[src/rtl/multicycle_ctrl_fsm.sv]
// Multicycle MIPS-subset sequencer: one instruction per FETCH..WB walk, strobes decoded from state.
// Memory phases stall on mem_ready; a watchdog halts after MEM_TIMEOUT idle cycles (0 disables).
module multicycle_ctrl_fsm #(
  parameter int CNT_W       = 32,
  parameter int MEM_TIMEOUT = 255
) (
  input  logic             clk,
  input  logic             rst_n,
  input  logic [5:0]       opcode,
  input  logic [5:0]       funct,
  input  logic             alu_zero,
  input  logic             mem_ready,
  output logic             ir_wr,
  output logic             pc_wr,
  output logic [1:0]       pc_src,
  output logic             reg_wr,
  output logic [1:0]       reg_dst,
  output logic [1:0]       wb_sel,
  output logic             alu_src,
  output logic [2:0]       alu_ctrl,
  output logic             mem_req,
  output logic             mem_we,
  output logic             halt,
  output logic [1:0]       halt_cause,
  output logic [2:0]       state,
  output logic [CNT_W-1:0] retired_count
);

  localparam int WAIT_W = (MEM_TIMEOUT < 2) ? 1 : $clog2(MEM_TIMEOUT + 1);

  localparam logic [5:0] OP_RTYPE = 6'h00;
  localparam logic [5:0] OP_J     = 6'h02;
  localparam logic [5:0] OP_JAL   = 6'h03;
  localparam logic [5:0] OP_BEQ   = 6'h04;
  localparam logic [5:0] OP_BNE   = 6'h05;
  localparam logic [5:0] OP_ADDI  = 6'h08;
  localparam logic [5:0] OP_XORI  = 6'h0e;
  localparam logic [5:0] OP_LW    = 6'h23;
  localparam logic [5:0] OP_SW    = 6'h2b;
  localparam logic [5:0] FN_JR    = 6'h08;
  localparam logic [5:0] FN_ADD   = 6'h20;
  localparam logic [5:0] FN_SUB   = 6'h22;
  localparam logic [5:0] FN_SLT   = 6'h2a;

  localparam logic [1:0] PC_BR   = 2'd1;
  localparam logic [1:0] PC_JUMP = 2'd2;
  localparam logic [1:0] PC_RS   = 2'd3;
  localparam logic [1:0] DST_RT  = 2'd1;
  localparam logic [1:0] DST_R31 = 2'd2;
  localparam logic [1:0] WB_MEM  = 2'd1;
  localparam logic [1:0] WB_PC4  = 2'd2;
  localparam logic [2:0] ALU_SUB = 3'b001;
  localparam logic [2:0] ALU_XOR = 3'b010;
  localparam logic [2:0] ALU_SLT = 3'b011;

  typedef enum logic [2:0] {
    S_FETCH  = 3'd0,
    S_DECODE = 3'd1,
    S_EXEC   = 3'd2,
    S_MEM    = 3'd3,
    S_WB     = 3'd4,
    S_HALT   = 3'd5
  } state_t;

  state_t            cur;
  state_t            nxt;
  logic [WAIT_W-1:0] wait_cnt;
  logic              timeout;

  logic is_r, is_j, is_jal, is_jr, is_beq, is_bne, is_addi, is_xori;
  logic is_lw, is_sw, is_add, is_sub, is_slt, legal;

  assign is_r    = (opcode == OP_RTYPE);
  assign is_j    = (opcode == OP_J);
  assign is_jal  = (opcode == OP_JAL);
  assign is_beq  = (opcode == OP_BEQ);
  assign is_bne  = (opcode == OP_BNE);
  assign is_addi = (opcode == OP_ADDI);
  assign is_xori = (opcode == OP_XORI);
  assign is_lw   = (opcode == OP_LW);
  assign is_sw   = (opcode == OP_SW);
  assign is_jr   = is_r && (funct == FN_JR);
  assign is_add  = is_r && (funct == FN_ADD);
  assign is_sub  = is_r && (funct == FN_SUB);
  assign is_slt  = is_r && (funct == FN_SLT);
  assign legal   = is_j | is_jal | is_jr | is_beq | is_bne | is_addi | is_xori |
                   is_lw | is_sw | is_add | is_sub | is_slt;

  // A ready arriving on the limit cycle wins over the timeout.
  assign timeout = (MEM_TIMEOUT != 0) && !mem_ready &&
                   (wait_cnt == WAIT_W'(MEM_TIMEOUT - 1));

  assign state = cur;
  assign halt  = (cur == S_HALT);

  always_comb begin
    nxt = cur;
    case (cur)
      S_FETCH: begin
        if (mem_ready)    nxt = S_DECODE;
        else if (timeout) nxt = S_HALT;
      end
      S_DECODE: begin
        if (!legal)                        nxt = S_HALT;
        else if (is_j || is_jal || is_jr)  nxt = S_FETCH;
        else                               nxt = S_EXEC;
      end
      S_EXEC: begin
        if (is_beq || is_bne)     nxt = S_FETCH;
        else if (is_lw || is_sw)  nxt = S_MEM;
        else                      nxt = S_WB;
      end
      S_MEM: begin
        if (mem_ready)    nxt = is_sw ? S_FETCH : S_WB;
        else if (timeout) nxt = S_HALT;
      end
      S_WB:    nxt = S_FETCH;
      default: nxt = S_HALT;
    endcase
  end

  always_ff @(posedge clk) begin
    if (!rst_n) begin
      cur           <= S_FETCH;
      wait_cnt      <= '0;
      halt_cause    <= 2'd0;
      retired_count <= '0;
    end else begin
      cur <= nxt;
      if (nxt != cur)
        wait_cnt <= '0;
      else if ((cur == S_FETCH || cur == S_MEM) && !mem_ready && MEM_TIMEOUT != 0)
        wait_cnt <= wait_cnt + 1'b1;
      if (cur == S_DECODE && nxt == S_HALT)
        halt_cause <= 2'd1;
      else if ((cur == S_FETCH || cur == S_MEM) && nxt == S_HALT)
        halt_cause <= 2'd2;
      if (nxt == S_FETCH && cur inside {S_DECODE, S_EXEC, S_MEM, S_WB} &&
          retired_count != '1)
        retired_count <= retired_count + 1'b1;
    end
  end

  always_comb begin
    ir_wr    = 1'b0;
    pc_wr    = 1'b0;
    pc_src   = 2'd0;
    reg_wr   = 1'b0;
    reg_dst  = 2'd0;
    wb_sel   = 2'd0;
    alu_src  = 1'b0;
    alu_ctrl = 3'b000;
    mem_req  = 1'b0;
    mem_we   = 1'b0;
    if (rst_n) begin
      case (cur)
        S_FETCH: begin
          mem_req = 1'b1;
          if (mem_ready) begin
            ir_wr = 1'b1;
            pc_wr = 1'b1;
          end
        end
        S_DECODE: begin
          if (is_j || is_jal) begin
            pc_wr  = 1'b1;
            pc_src = PC_JUMP;
          end
          if (is_jal) begin
            reg_wr  = 1'b1;
            reg_dst = DST_R31;
            wb_sel  = WB_PC4;
          end
          if (is_jr) begin
            pc_wr  = 1'b1;
            pc_src = PC_RS;
          end
        end
        S_EXEC: begin
          if (is_lw || is_sw || is_addi) begin
            alu_src = 1'b1;
          end else if (is_xori) begin
            alu_src  = 1'b1;
            alu_ctrl = ALU_XOR;
          end else if (is_sub) begin
            alu_ctrl = ALU_SUB;
          end else if (is_slt) begin
            alu_ctrl = ALU_SLT;
          end else if (is_beq || is_bne) begin
            alu_ctrl = ALU_XOR;
          end
          // Branch compares by xor: zero means the operands matched.
          if (is_beq || is_bne) begin
            pc_src = PC_BR;
            pc_wr  = is_beq ? alu_zero : !alu_zero;
          end
        end
        S_MEM: begin
          alu_src = 1'b1;
          mem_req = 1'b1;
          mem_we  = is_sw;
        end
        S_WB: begin
          reg_wr = 1'b1;
          if (is_lw) begin
            reg_dst = DST_RT;
            wb_sel  = WB_MEM;
          end else if (is_addi || is_xori) begin
            reg_dst = DST_RT;
          end
        end
        default: ;
      endcase
    end
  end

endmodule

[config.mk]
export PLATFORM = sky130hd
export DESIGN_NAME = multicycle_ctrl_fsm
export DESIGN_NICKNAME = d
export VERILOG_FILES = /design/src/rtl/multicycle_ctrl_fsm.sv
export SDC_FILE = /design/constraint.sdc
export NUM_CORES = 1
export LEC_CHECK = 0
export BUFFER_PORTS_ARGS = -buffer_cell sky130_fd_sc_hd__buf_2
export CORE_MARGIN = 1.5
export CORE_UTILIZATION = 50
export DETAILED_ROUTE_END_ITERATION = 8
export PLACE_DENSITY = 0.75
export SYNTH_ARGS = -nofsm -noshare
export SYNTH_HDL_FRONTEND = slang
export SYNTH_SLANG_ARGS = --single-unit
[constraint.sdc]
create_clock -name clk -period 3.2 [get_ports clk]
set_clock_uncertainty 0.05 [all_clocks]
set_input_delay 0.32 -clock clk [delete_from_list [all_inputs] [get_ports clk]]
set_output_delay 0.32 -clock clk [all_outputs]
set_load 0.01 [all_outputs]
==> results.cfg, run 1 <==
[logic_synthesis]
syn_nets = 387
ys_types = 56
yosysTopAreaCell = dfxtp_1
synth_compound_area_frac = 0.212
netlist.area_leader.share = 0.313
ys_top_cells_by_count = 45 x dfxtp_1, 32 x a21oi_1, 28 x nor2_1
synth-edff-count = 0
synthAdderAreaFrac = 0.0130
synthMuxAreaShare = 0.0213
yosys.cell_count.top_type = dfxtp_1
synth_top_family_by_area = simple AND/OR/NAND/NOR gates
yosys_warnings = 0
synth_area_leaders = dfxtp_1 31%, o31ai_1 6.0%, a21oi_1 5.6%, or4_1 5.5%, nand4_1 3.7%
synth-simple-area-share = 0.355
synthArstFlopShare = 0
synth_ff_type = dfxtp_1
netlist_area_um2 = 2880
synth-seq-cells = 45
avgSynthCellArea_um2 = 7.83
synthXorXnorAreaFrac = 0.0273
synth_cells = 368
ys_seq_area_frac = 0.313

[worst_setup_path]
critPathCaptureType = flop
reg2reg_from = wait_cnt[1]
cp-start-kind = flop
slowest_stage = or4_4
criticalPathCategory = flop to flop
path_cells = ha_1 -> nand4b_1 -> or2_2 -> a41o_1 -> or4_4 -> or4_1 -> a21oi_1
max_stage_delay_ps = 710
arrival_ps = 3050
crit_path_start = wait_cnt[1]
r2r_slack_ps = 330
required_ps = 3380
crit_path_max_fanout = 59

[sta]
max_freq_ghz = 0.348
finalSetupTns_ps = 0
rsz0062_at_grt = false
period_share = 0.897
drv_slew = 0
finalCriticalPeriod_ps = 2870
finalHoldViolCount = 0
relSlewSlack = 0.563
setup_violations = 0
worst_pin_slew_ps = 653

[detailed_routing]
vias = 3085
wl_per_cell_um = 14.7
drc = 0
ant_nets = 0
drt-pass1-iter-count = 4
drt_iter0_markers = 151
drt-vias-per-instance = 6.18
totalWireLength_mm = 7.35

[global_routing]
track_usage = 0.235
grt_pass1_vias = 2586
grt_overflow = 0
grt_max_degree = 60
grt_pass1_wl_mm = 12.0
antenna_found_initial = 0

[clocking]
clk_path_buf_depth = 2
clk_latency_ps = 300
cts.clk_slew.worst_paths_ps = 90
cts_resized = 0
cts_tree = built
cts_made_buffers = 5
h-tree-depth = 2
hold_buffers = 0
clock_sinks = 45
clock-root-buffer = clkbuf_8
post_cts_buffers = 0

[outcome]
status = finished, final reports clean

[floorplan]
io_pins = 69
fp-row-count = 27
core-area_um2 = 5540
die_w_um = 78.9
fp.dieH_um = 78.9
start_util = 0.520
dieArea_um2 = 6230

[place]
finalWeightedCongestion = 0.891
hpwl_mm = 5.14
dp.cells = 491
portBuffers = 67

[final_layout]
multi_input_area_um2 = 1830
fill_cells = 547
layout-drive-gt1-share = 0.218
diodes = 0
nets = 445
syn2layout_area_growth_pct = 16.4
register_area_um2 = 901
final_cells = 499

[worst_hold_path]
hold_path_class = input pin to flop
hold_start = rst_n

[power_and_ir_drop]
vdd_ir_drop_max_mv = 0.233
p_total_w = 0.00115
powerDensity_nw_per_um2 = 342
p_leak_nw = 1.29

[job]
maxCapViolations = 0
## path summary, 6_finish.rpt
path                       end  depth (start not counted)
max          retired_count[20]                          7
min                   state[1]                          2
max reg2reg  retired_count[20]                          7
min reg2reg      halt_cause[0]                          2
## area by class of cell
class | instances | area share
multi-input cells | 286 | 0.544
flip-flops and latches | 45 | 0.268
repair buffers | 78 | 0.125
well taps | 72 | 0.0268
clock buffers | 7 | 0.0227
inverters | 10 | 0.0112
clock inverters | 1 | 0.00224
## metal layers
layer | vias to the layer above | GRT usage | share of wire
met5 | - | 0 | 0
met4 | 0 | 0.0667 | 0.0078
met3 | 6 | 0.0368 | 0.049
met2 | 88 | 0.368 | 0.46
met1 | 1469 | 0.335 | 0.49
li1 | 1522 | - | -
## critical path: cells and delay by family, from the launching register on
kind | cells | cell delay (ps)
compound gates | 2 | 450
fa+ha+maj | 1 | 160
flops | 1 | 400
simple gates | 4 | 1730
## layout by cell type, fill, tap and decap left out, types with 4 or more instances in the layout
cell type / n
o41ai_1: 4
and3_1: 14
mux2i_1: 5
inv_1: 9
o21ai_0: 5
buf_4: 11
nand4_1: 17
or3_1: 4
xor2_1: 6
buf_2: 67
nor3_1: 8
nor4_1: 7
a21oi_1: 32
o31ai_1: 23
nor2_1: 28
clkbuf_8: 5
nand3_1: 21
nand2b_1: 12
nor2b_1: 4
or4_1: 21
nand2_1: 21
dfxtp_1: 45
## per-stage QoR
stage               cell area [um^2]  hold WS, ps  setup slack, ps  utilization
global route                    3360          451              178        0.606
CTS                             3360          425              337        0.606
floorplan                       2880          408              692            -
finish                          3360          426              329        0.606
global placement                3270          423              356        0.591
detailed placement              3270          413              311        0.591
## kinds of logic (layout without fill, tap and decap cells)
kind of cell,count (synthesis),in the layout
AO/OA/AOI/OAI,91,91
XOR/XNOR,9,9
adder cells (fa/ha/maj),3,3
buffers and inverters,37,96
flip-flops,45,45
multiplexers,6,6
other,1,1
AND/OR/NAND/NOR,176,176
## sequential cells by signal, summed over array words and instances (netlist names)
| name | count |
|---|---|
| retired_count | 32 |
| wait_cnt | 8 |
| state | 3 |
| halt_cause | 2 |
## where the power goes
group	switching (W)	leakage (nW)	internal [W]
Sequential	0.0000117	0.363	0.000568
Combinational	0.000148	0.892	0.0000720
Clock	0.000192	0.0385	0.000155
Note: power is estimated with default switching activity, not from simulation.
==> run 2, diff against run 1 <==
PLACE_DENSITY = default   (was 0.75)
PLACE_DENSITY_LB_ADDON = 0.25   (was default)
==> run 2 against run 1 <==
  * Combinational power about the same
  * Via count decreased by 2.4%
  * Routed wire length down 3.5%
  * Fmax fell by 0.63%
  * Clock power up 20%
  * Hold slack got worse by 5.9 ps
  * Critical path depth is the same
  * Global-route usage down 0.84 points
  * Non-clock buffer count is 2 lower
  * Sequential power barely moved
  * Core utilization increased by 0.090 points
  * Die area did not move
  * Critical path type unchanged
  * Critical endpoint is now retired_count[10]
  * Largest power group unchanged
==> results.cfg, run 2 (synthesis results as in run 1) <==
[sta]
period_share = 0.903
finalCriticalPeriod_ps = 2890
relSlewSlack = 0.550
worst_pin_slew_ps = 673
setup_violations = 0
drv_slew = 0
rsz0062_at_grt = false
finalHoldViolCount = 0
max_freq_ghz = 0.346
finalSetupTns_ps = 0

[place]
portBuffers = 67
place_area_um2 = 3260
hpwl_mm = 4.92
finalWeightedCongestion = 0.869
dp.cells = 489

[power_and_ir_drop]
p_total_w = 0.00121
powerDensity_nw_per_um2 = 361
vdd_ir_drop_max_mv = 0.256
p_leak_nw = 1.30

[global_routing]
grt_pass1_wl_mm = 11.7
met2_usage = 0.356
grt_max_degree = 60
track_usage = 0.227
busiest_layer = met2
antenna_found_initial = 0
met3_usage = 0.0264
grt_pass1_vias = 2527
grt_overflow = 0
met1_usage = 0.328

[clocking]
h-tree-depth = 2
cts_resized = 0
post_cts_buffers = 0
clk_latency_ps = 300
clk_path_buf_depth = 2
cts_tree = built
cts.clk_slew.worst_paths_ps = 80
cts_made_buffers = 5
clock_sinks = 45
hold_buffers = 0
clock-root-buffer = clkbuf_8

[final_layout]
fill_cells = 549
regMostFlops = retired_count
nets = 443
design_area_um2 = 3360
syn2layout_area_growth_pct = 16.6
final_cell_mix = 67 x buf_2, 45 x dfxtp_1, 32 x a21oi_1
final_cells = 496
mostFrequentLayoutCell = buf_2
final_util = 0.607
largest_reg_flops = 32
diodes = 0
layout-drive-gt1-share = 0.217

[job]
maxCapViolations = 0

[floorplan]
dieArea_um2 = 6230
die_w_um = 78.9
fp.dieH_um = 78.9
core-area_um2 = 5540
io_pins = 69
start_util = 0.520
fp-row-count = 27

[worst_setup_path]
rr_worst_depth = 7
cp-start-kind = flop
critPathCaptureType = flop
arrival_ps = 3060
criticalPathCategory = flop to flop
crit_path_max_fanout = 59
required_ps = 3370

[detailed_routing]
vias = 3010
drt-pass1-iter-count = 4
ant_nets = 0
wl_per_cell_um = 14.3
drt-vias-per-instance = 6.07
totalWireLength_mm = 7.09
drc = 0
drt_iter0_markers = 166

[worst_hold_path]
hold_depth = 2
hold_path_class = flop to flop

[outcome]
status = finished, final reports clean
run 2: changes by cell type in the layout (fill, tap and decap cells not counted), sizes merged:
cell / previous run / this run
bufinv: 0 / 1
clkbuf: 7 / 5
clkinvlp: 1 / 0
buf: 78 / 76
clkinv: 0 / 1
run 2: per-layer routing:
metal | part of all wire | wire [um]
met5 | 0 | 0
met4 | 0.0092 | 65
met3 | 0.038 | 271
met2 | 0.45 | 3180
met1 | 0.50 | 3580
run 2: per-stage QoR:
step | hold WS (ps) | setup slack (ps)
5_1_grt | 438 | 158
3_3_place_gp | 405 | 355
4_1_cts | 419 | 325
2_1_floorplan | 408 | 692
6_report | 420 | 310
3_5_place_dp | 406 | 310
run 2: final timing paths:
path | start | endpoint | slack (ps)
setup / recovery | wait_cnt[1] | retired_count[10] | 310
hold / removal | halt_cause[0] | halt_cause[0] | 420
setup reg to reg | wait_cnt[1] | retired_count[10] | 310
hold reg to reg | halt_cause[0] | halt_cause[0] | 420
run 2: cell type report:
cell class	count	area, um^2	share of cell area
clock buffer	5	68.8	0.0205
clock inverter	2	35.0	0.0104
inverter	10	37.5	0.0112
multi-input combinational	286	1830	0.543
sequential	45	901	0.268
tap	72	90.1	0.0268
timing repair buffer	76	403	0.120
run 2: power breakdown:
part	leakage [nW]	total [W]	internal, W	switching (W)
logic	0.882	0.000217	0.0000696	0.000147
registers	0.363	0.000580	0.000568	0.0000116
clock network	0.0540	0.000416	0.000227	0.000189
total	1.30	0.00121	0.000865	0.000348
run 2: worst max-delay path, cell delays in order, from the launching register on:
cell and delay, ps:
dfxtp_1 410, ha_1 170, nand4b_1 100, or2_2 320, a41o_1 310, or4_4 710
or4_1 570, a21oi_1 150
